--- config.mk ---
export PLATFORM = sky130hd
export DESIGN_NAME = fifo_wr_arbiter
export DESIGN_NICKNAME = d
export VERILOG_FILES = /design/src/rtl/fifo_wr_arbiter.sv
export SDC_FILE = /design/constraint.sdc
export NUM_CORES = 1
export LEC_CHECK = 0
export CELL_PAD_IN_SITES_DETAIL_PLACEMENT = 1
export CELL_PAD_IN_SITES_GLOBAL_PLACEMENT = 1
export CORE_UTILIZATION = 29
export DETAILED_ROUTE_END_ITERATION = 7
export PLACE_DENSITY_LB_ADDON = 0.25
export RECOVER_POWER = 25
export SETUP_SLACK_MARGIN = 0.4
export SLEW_MARGIN = 30
export SYNTH_ARGS = -nofsm -noshare
export SYNTH_HDL_FRONTEND = slang
export SYNTH_SLANG_ARGS = --single-unit
--- constraint.sdc ---
create_clock -name w_clk -period 2.21 [get_ports w_clk]
set_input_delay 0.442 -clock w_clk [delete_from_list [all_inputs] [get_ports w_clk]]
set_output_delay 0.442 -clock w_clk [all_outputs]
set_load 0.03 [all_outputs]
--- src/rtl/fifo_wr_arbiter.sv ---
// Round-robin arbiter sharing one FIFO write port between NUM_REQ valid/ready requesters.
// A grant is held for one packet or MAX_BURST beats; the write beat is held in an output register.
//
//   state | meaning
//   IDLE  | no grant; pick the next requester round-robin from rr_ptr (1 cycle)
//   GRANT | one requester owns the write port until req_last or the burst cap
module fifo_wr_arbiter #(
  parameter int NUM_REQ   = 4,
  parameter int DATA_W    = 8,
  parameter int MAX_BURST = 4
) (
  input  logic                       w_clk,
  input  logic                       rst,
  input  logic [NUM_REQ-1:0]         req_valid,
  input  logic [NUM_REQ*DATA_W-1:0]  req_data,
  input  logic [NUM_REQ-1:0]         req_last,
  output logic [NUM_REQ-1:0]         req_ready,
  input  logic                       full,
  output logic                       wd_en,
  output logic [DATA_W-1:0]          d_in,
  output logic [$clog2(NUM_REQ)-1:0] grant_id,
  output logic                       busy
);

  localparam int IDX_W = $clog2(NUM_REQ);
  localparam int CNT_W = $clog2(MAX_BURST + 1);
  localparam logic [IDX_W:0]   NUM_REQ_W  = (IDX_W + 1)'(NUM_REQ);
  localparam logic [IDX_W-1:0] LAST_IDX   = IDX_W'(NUM_REQ - 1);
  localparam logic [CNT_W-1:0] LAST_BEAT  = CNT_W'(MAX_BURST - 1);

  typedef enum logic {
    IDLE  = 1'b0,
    GRANT = 1'b1
  } state_e;

  state_e             state_q,    state_d;
  logic [IDX_W-1:0]   rr_ptr_q,   rr_ptr_d;
  logic [IDX_W-1:0]   grant_id_q, grant_id_d;
  logic [CNT_W-1:0]   beat_cnt_q, beat_cnt_d;
  logic               wd_en_q,    wd_en_d;
  logic [DATA_W-1:0]  d_in_q,     d_in_d;

  logic               found;
  logic [IDX_W-1:0]   winner;
  logic [IDX_W:0]     rr_sum;
  logic [IDX_W-1:0]   rr_idx;
  logic               slot_free;
  logic               accept;
  logic               burst_end;
  logic [DATA_W-1:0]  grant_data;
  logic [IDX_W-1:0]   grant_next;

  // Round-robin search: first valid requester at rr_ptr, rr_ptr+1, ... modulo NUM_REQ.
  always_comb begin
    found  = 1'b0;
    winner = '0;
    rr_sum = '0;
    rr_idx = '0;
    for (int i = 0; i < NUM_REQ; i++) begin
      rr_sum = {1'b0, rr_ptr_q} + (IDX_W + 1)'(i);
      if (rr_sum >= NUM_REQ_W) begin
        rr_sum = rr_sum - NUM_REQ_W;
      end
      rr_idx = rr_sum[IDX_W-1:0];
      if (!found && req_valid[rr_idx]) begin
        found  = 1'b1;
        winner = rr_idx;
      end
    end
  end

  // The output register can take a new beat if empty or if the held beat leaves this edge.
  assign slot_free  = ~wd_en_q | ~full;
  assign grant_data = req_data[grant_id_q*DATA_W +: DATA_W];
  assign accept     = (state_q == GRANT) && req_valid[grant_id_q] && slot_free;
  assign burst_end  = accept && (req_last[grant_id_q] || (beat_cnt_q == LAST_BEAT));
  assign grant_next = (grant_id_q == LAST_IDX) ? '0 : grant_id_q + 1'b1;

  always_comb begin
    req_ready = '0;
    if (rst && (state_q == GRANT) && slot_free) begin
      req_ready[grant_id_q] = 1'b1;
    end
  end

  always_comb begin
    state_d    = state_q;
    rr_ptr_d   = rr_ptr_q;
    grant_id_d = grant_id_q;
    beat_cnt_d = beat_cnt_q;
    wd_en_d    = wd_en_q;
    d_in_d     = d_in_q;

    // A held beat blocked by full stays put; otherwise it drains.
    if (accept) begin
      wd_en_d = 1'b1;
      d_in_d  = grant_data;
    end else if (!(wd_en_q && full)) begin
      wd_en_d = 1'b0;
    end

    case (state_q)
      IDLE: begin
        if (found) begin
          grant_id_d = winner;
          beat_cnt_d = '0;
          state_d    = GRANT;
        end
      end
      GRANT: begin
        if (accept) begin
          beat_cnt_d = beat_cnt_q + 1'b1;
        end
        if (burst_end) begin
          state_d  = IDLE;
          rr_ptr_d = grant_next;
        end
      end
      default: state_d = IDLE;
    endcase
  end

  always_ff @(posedge w_clk) begin
    if (!rst) begin
      state_q    <= IDLE;
      rr_ptr_q   <= '0;
      grant_id_q <= '0;
      beat_cnt_q <= '0;
      wd_en_q    <= 1'b0;
      d_in_q     <= '0;
    end else begin
      state_q    <= state_d;
      rr_ptr_q   <= rr_ptr_d;
      grant_id_q <= grant_id_d;
      beat_cnt_q <= beat_cnt_d;
      wd_en_q    <= wd_en_d;
      d_in_q     <= d_in_d;
    end
  end

  assign wd_en    = wd_en_q;
  assign d_in     = d_in_q;
  assign grant_id = grant_id_q;
  assign busy     = (state_q == GRANT);

endmodule

==> results.md, run 1 <==
* Total GRT Usage at 0.1742
* Chip width at between 60 and 70 um
* Area delta synth->final at 67.31%
* Clock Path Buffers at 2
* Slew headroom at 0.7294
* WL/cell at 15.53 um
* Synth top area cells: dfxtp_1 (29%), mux4_1 (18%), mux2i_1 (8.5%)
* # rows at 22
* Pleak at 0.0008068 uW
* Top-area cell type share of the netlist area at 0.2906
* Synth async-reset ratio at 0
* Clock sinks at 17
* Mapped Nets at roughly 160
* Adder-cell share of the synthesized area at 0.06410
* Post-Synth Simple-Gate Area at 0.1432
* CP Data Arrival Time at 2.09 ns
* Yosys warnings at 0
* Most frequent cells in the layout: clkdlybuf4s50_1 (47), dfxtp_1 (17), buf_4 (12)
* Number of synthesized flops with an enable pin at 0
* Achievable Freq at 0.5249 GHz
* CP startpoint: req_valid[3]
* CTS tree: done
* Final net count at 228
* Tcrit/Tclk final at 0.8620
* Fillers at 414
* Crit path launch type: input pin
* Multi-input logic area at 783.3 sq um
* Final Hold Viols at 0
* Largest net degree at the start of global routing at 17
* # setup viols final at 0
* Synth Area in Compound Gates at 0.1058
* CTS Hold Bufs at 0
* Min Clock Period, post-route at between 1.5 and 2 ns
* CP max stage cell: mux4_2
* Initial Utilization at 0.3106
* Mapped Area at between 1000 and 1500 sq um
* Remaining DRCs at 0
* GRT overflow at 0
* CTS Root Cell: clkbuf_8
* CP Max Fanout at 7
* Htree depth at 1
* RSZ-0062 raised after global routing: yes
* Crit end category: register
* Vias/cell at 4.920
* Post-synthesis mux area share at 0.3034
* Worst reg2reg startpoint: grant_id[0]
* Max stage delay on crit path at 0.57 ns
* Seq. cell area at between 300 and 400 sq um
* CP delay by family, top: buffers and inverters
* Seq/Total Area, Yosys at 0.2906
* Total wire length at 3.509 mm
* Worst Skew at just under 0.004 ns
* Vias in the first global route at 1211
* Design Power at about 910 uW
* PD cells at 462.7 nW/um^2
* Combinational family with the most area after synthesis: multiplexers
* CTS Buf Count at 3
* Mean area per synthesized cell at 10.95 sq um
* Core Region at 3771 sq um
* Worst-path cell chain: dlygate4sd3_1, mux4_2, nand3_4, buf_4, nand3b_4, a21oi_2
* Hold_sp: beat_cnt_q[2]
* Worst Path Buf+Inv at 2
* Max Cap Violations at 0
* Routability congestion estimate at 0.6873
* CP Class: input pin to register
* Vias at 1112
* Count of input and output buffers at 58
* Setup slack, reg-to-reg at approximately 0.35 ns
* Status: finished, final reports clean
* First-pass GRT wire length at 5.582 mm
* Hold Path Class: register to register
* Worst VDD drop at around 0.21 mV
* Required @ worst endpoint at about 2.4 ns
* TritonRoute pass-1 iters at 4
* Yosys reg bits at 17
* Clock slew at reported path FFs at 0.07 ns
* Antenna diodes at 0
* Die H at 65.55 um
* Share of cells above drive strength 1 at 0.2079
* Worst slew pin tran at roughly 0.4 ns
* Max Slew Vio Count at 0
* Top-Level Pins at 59
* Yosys top cell by area: dfxtp_1
* Antenna violations before repair at 0
* Post-route ant nets at 0
* Synth Instances at 107
* Worst-Skew Late Latency at 0.25 ns
* Initial DRC count at 20
* Sum Neg Setup Slack at 0 ns
* Yosys cell types at 30
* Die area at 4297 sq um
* Top FF cell, synth: dfxtp_1
* Post-synthesis xor/xnor area fraction at 0
* Commonest non-fill, non-tap cell in the layout: clkdlybuf4s50_1
* Post-DP HPWL at 2.627 mm
-- what timing repair did --
| action | in CTS | in global routing |
|---|---|---|
| setup endpoints to repair | 17 | 8 |
| pin swaps | 1 | 2 |
| setup buffers | 2 | 2 |
| gates resized for setup | 17 | 7 |
| cloned | 1 | 0 |
-- synth_stat cells, types with 2 or more instances --
| master | n |
|---|---|
| mux4_2 | 2 |
| ha_1 | 6 |
| dfxtp_1 | 17 |
| o21a_1 | 2 |
| mux2i_1 | 10 |
| mux4_1 | 8 |
| a21oi_1 | 5 |
| nand2_1 | 6 |
| a21oi_2 | 2 |
| dlymetal6s2s_1 | 2 |
| nand3_1 | 3 |
| or2_1 | 2 |
| nor2_1 | 15 |
| buf_6 | 2 |
| inv_1 | 10 |
-- layer usage --
metal,GRT usage,wire length (um),vias up,part of all wire
met4,0.06250,27,0,0.0077
met2,0.3402,1964,32,0.56
met5,0,0,-,0
li1,-,-,538,-
met1,0.1819,1349,540,0.38
met3,0.03125,167,2,0.048
-- layout make-up --
cell class | count | share of cell area
clock buffer | 4 | 0.02299
inverter | 10 | 0.01916
multi-input combinational | 75 | 0.3997
sequential | 17 | 0.1737
tap | 48 | 0.03065
timing repair buffer | 72 | 0.3538
-- tightest hold or removal path: stages, from the launching register on --
cell and delay, ns:
dfxtp_1 0.33, nand3b_4 0.08, a21oi_2 0.05
-- cells by family (layout without fill, tap and decap cells) --
group / Yosys count / in the layout
compound gates: 17 / 17
fa+ha+maj: 6 / 6
buf+inv: 16 / 86
flops: 17 / 17
mux: 20 / 20
simple gates: 31 / 32
-- path summary, 6_finish.rpt --
check | to | depth (start not counted)
setup / recovery | beat_cnt_q[2] | 6
hold / removal | beat_cnt_q[2] | 2
setup reg to reg | rr_ptr_q[0] | 5
hold reg to reg | beat_cnt_q[2] | 2
-- registers in the layout, summed over array words and instances, names as in the netlist --
| name | cells |
|---|---|
| d_in | 8 |
| beat_cnt_q | 3 |
| grant_id | 2 |
| rr_ptr_q | 2 |
| busy | 1 |
| wd_en | 1 |
-- report_power, final --
group / switching, uW / internal [uW]
sequential: 18.6 / 327
combinational: 148 / 184
clock: 102 / 128
total: 269 / 638
-- per-stage QoR --
step	cells	utilization	hold WS (ns)	instance area (sq um)	setup WS (ns)
after floorplan	107	-	0.4576	1177	0.4838
after global placement	217	0.4804	0.4781	1812	0.1832
after detailed placement	217	0.4804	0.4887	1812	0.1232
after CTS	224	0.5119	0.5064	1931	0.3705
after global routing	226	0.5196	0.5119	1959	0.2083
final	226	0.5196	0.5015	1959	0.3049
No activity file was read; power rests on OpenSTA's default activity.
==> run 2, diff against run 1 <==
--- a/config.mk
+++ b/config.mk
@@ -9,7 +9,7 @@
 export CELL_PAD_IN_SITES_GLOBAL_PLACEMENT = 1
 export CORE_UTILIZATION = 29
 export DETAILED_ROUTE_END_ITERATION = 7
-export PLACE_DENSITY_LB_ADDON = 0.25
+export PLACE_DENSITY_LB_ADDON = 0.08
 export RECOVER_POWER = 25
 export SETUP_SLACK_MARGIN = 0.4
 export SLEW_MARGIN = 30
==> run 2 against run 1 <==
Maximum frequency fell by 2.3%. Non-clock buffer count fell by 1. Design area fell by 0.70%. Sequential cell count did not move. Via count rose by 1.3%. Clock-buffer cell count fell by 1.
==> results.md, run 2 (synthesis gave the netlist of run 1 again) <==
* Status: finished, final reports clean
* Htree depth at 1 (unchanged)
* Required @ worst endpoint at 2.35 ns (-0.05 ns)
* Worst-Skew Late Latency at 0.25 ns (about the same)
* Worst flop-to-flop path endpoint: rr_ptr_q[0]
* Share of cells above drive strength 1 at 0.2090 (+0.001174)
* CTS Hold Bufs at 0 (unchanged)
* Worst reg2reg startpoint: grant_id[0]
* Worst slew pin tran at 0.4829 ns (+0.07851 ns)
* Vias at 1127 (+1.3%)
* Total GRT Usage at 0.1702 (-0.004034)
* Area delta synth->final at 66.13%
* Seq. cell area at 347.8 sq um (+2.2%)
* Hold_sp: beat_cnt_q[2]
* Die area at 4297 sq um (unchanged)
* Hold Path Class: register to register
* Worst VDD drop at 0.1910 mV (-9.1%)
* Most frequent cells in the layout: clkdlybuf4s50_1 (47), dfxtp_1 (15), nor2_1 (11), buf_4 (11)
* Crit path launch type: input pin
* TritonRoute pass-1 iters at 4 (unchanged)
* Top-Level Pins at 59 (unchanged)
* Largest net degree at the start of global routing at 14 (-3)
* Final Hold Viols at 0 (unchanged)
* Max Cap Violations at 0 (unchanged)
* Crit end category: register
* Pleak at 0.0008180 uW (+1.4%)
* Non-filler cells, final at 225 (-0.44%)
* Antenna violations before repair at 0 (unchanged)
* Worst Skew at 0.004763 ns (+0.0008536 ns)
* Fillers at 419 (+1.2%)
* Hold WS at 0.5037 ns (+0.002241 ns)
* Chip width at 65.55 um (unchanged)
* Clock slew at reported path FFs at 0.07 ns (about the same)
* Hold Path Depth at 2 (unchanged)
* Initial Utilization at 0.3106 (unchanged)
* Vias/cell at 5.009 (+1.8%)
* Post-DP HPWL at 2.509 mm (-4.5%)
* Die H at 65.55 um (unchanged)
* # setup viols final at 0 (unchanged)
* Post-route ant nets at 0 (unchanged)
* Slew headroom at 0.6777 (-0.05167)
* Count of input and output buffers at 58 (unchanged)
* First-pass GRT wire length at 5.540 mm (-0.75%)
* CP Max Fanout at 6 (-1)
* RSZ-0062 raised after global routing: yes
* R2R depth at 5 (unchanged)
* Routability congestion estimate at 0.7589 (+10%)
* Remaining DRCs at 0 (unchanged)
* Hold endpoint: beat_cnt_q[2]
* PD cells at 465.0 nW/um^2 (+0.50%)
* Multi-input logic area at 757.0 sq um (-3.4%)
* Core Region at 3771 sq um (unchanged)
* CP startpoint: req_valid[1]
* Tcrit/Tclk final at 0.8823 (+0.02030)
* Commonest non-fill, non-tap cell in the layout: clkdlybuf4s50_1
* Max Slew Vio Count at 0 (unchanged)
* Clock Path Buffers at 2 (unchanged)
* CTS Buf Count at 3 (unchanged)
* WL/cell at 15.12 um (-2.6%)
* GRT overflow at 0 (unchanged)
* Vias in the first global route at 1271 (+5.0%)
* Placed Cells at 217 (unchanged)
* Achievable Freq at 0.5128 GHz (-2.3%)
* Setup slack, reg-to-reg at 0.47 ns (+0.12 ns)
* Min Clock Period, post-route at 1.950 ns (+0.04487 ns)
* Final net count at 227 (-0.44%)
* # rows at 22 (unchanged)
* Initial DRC count at 33 (+65%)
* CTS Root Cell: clkbuf_8
* CP Class: input pin to register
* CP Data Arrival Time at 2.09 ns (about the same)
* Total wire length at 3.401 mm (-3.1%)
* Clock sinks at 17 (unchanged)
* CTS tree: done
* Max reg flops at 8 (unchanged)
* Antenna diodes at 0 (unchanged)
* Sum Neg Setup Slack at 0 ns (unchanged)
-- run 2: stage by stage --
stage,setup WS (ns),total power (uW),utilization,cell area (sq um)
after floorplan,0.4838,523.8,-,1177
after global placement,0.1776,650.9,0.4804,1812
after detailed placement,0.1377,660.6,0.4804,1812
after CTS,0.4002,899.4,0.5023,1894
after global routing,0.2092,956.2,0.5159,1946
final,0.2601,904.7,0.5159,1946
-- run 2: worst max-delay path: stages --
cell           delay (ns)
dlygate4sd3_1        0.55
clkbuf_1             0.23
nor4_2               0.10
nor2_1               0.37
nand2_1              0.11
o32ai_1              0.30
-- run 2: worst max-delay path by stage --
stage	depth (start not counted)	slack, ns	end
2_1_floorplan	5	0.48	req_ready[0]
3_3_place_gp	5	0.18	d_in[6]
3_5_place_dp	5	0.14	d_in[2]
4_1_cts	5	0.40	req_ready[1]
5_1_grt	6	0.21	grant_id[0]
6_report	6	0.26	grant_id[0]
-- run 2: repair_timing --
item                                    in CTS  in global routing
pin swaps                                    3                  1
setup buffers                                0                  3
resized for setup                           12                 11
gates cloned                                 0                  1
endpoints found under the setup margin       7                 17
-- run 2: per-layer routing --
metal | part of all wire | global-route usage
met1 | 0.43 | 0.1892
met2 | 0.51 | 0.3196
met3 | 0.060 | 0.04167
met4 | 0.0079 | 0.04076
met5 | 0 | 0
-- run 2: layout make-up --
class,instances,area share
flip-flops and latches,17,0.1788
repair buffers,71,0.3582
well taps,48,0.03087
inverters,10,0.01929
clock buffers,3,0.02122
multi-input cells,75,0.3891
clock inverters,1,0.002572
-- run 2: report_power, final --
part / internal [uW] / total (uW) / switching [uW]
logic: 182 / 321 / 139
registers: 326 / 348 / 21.5
clock network: 125 / 236 / 110
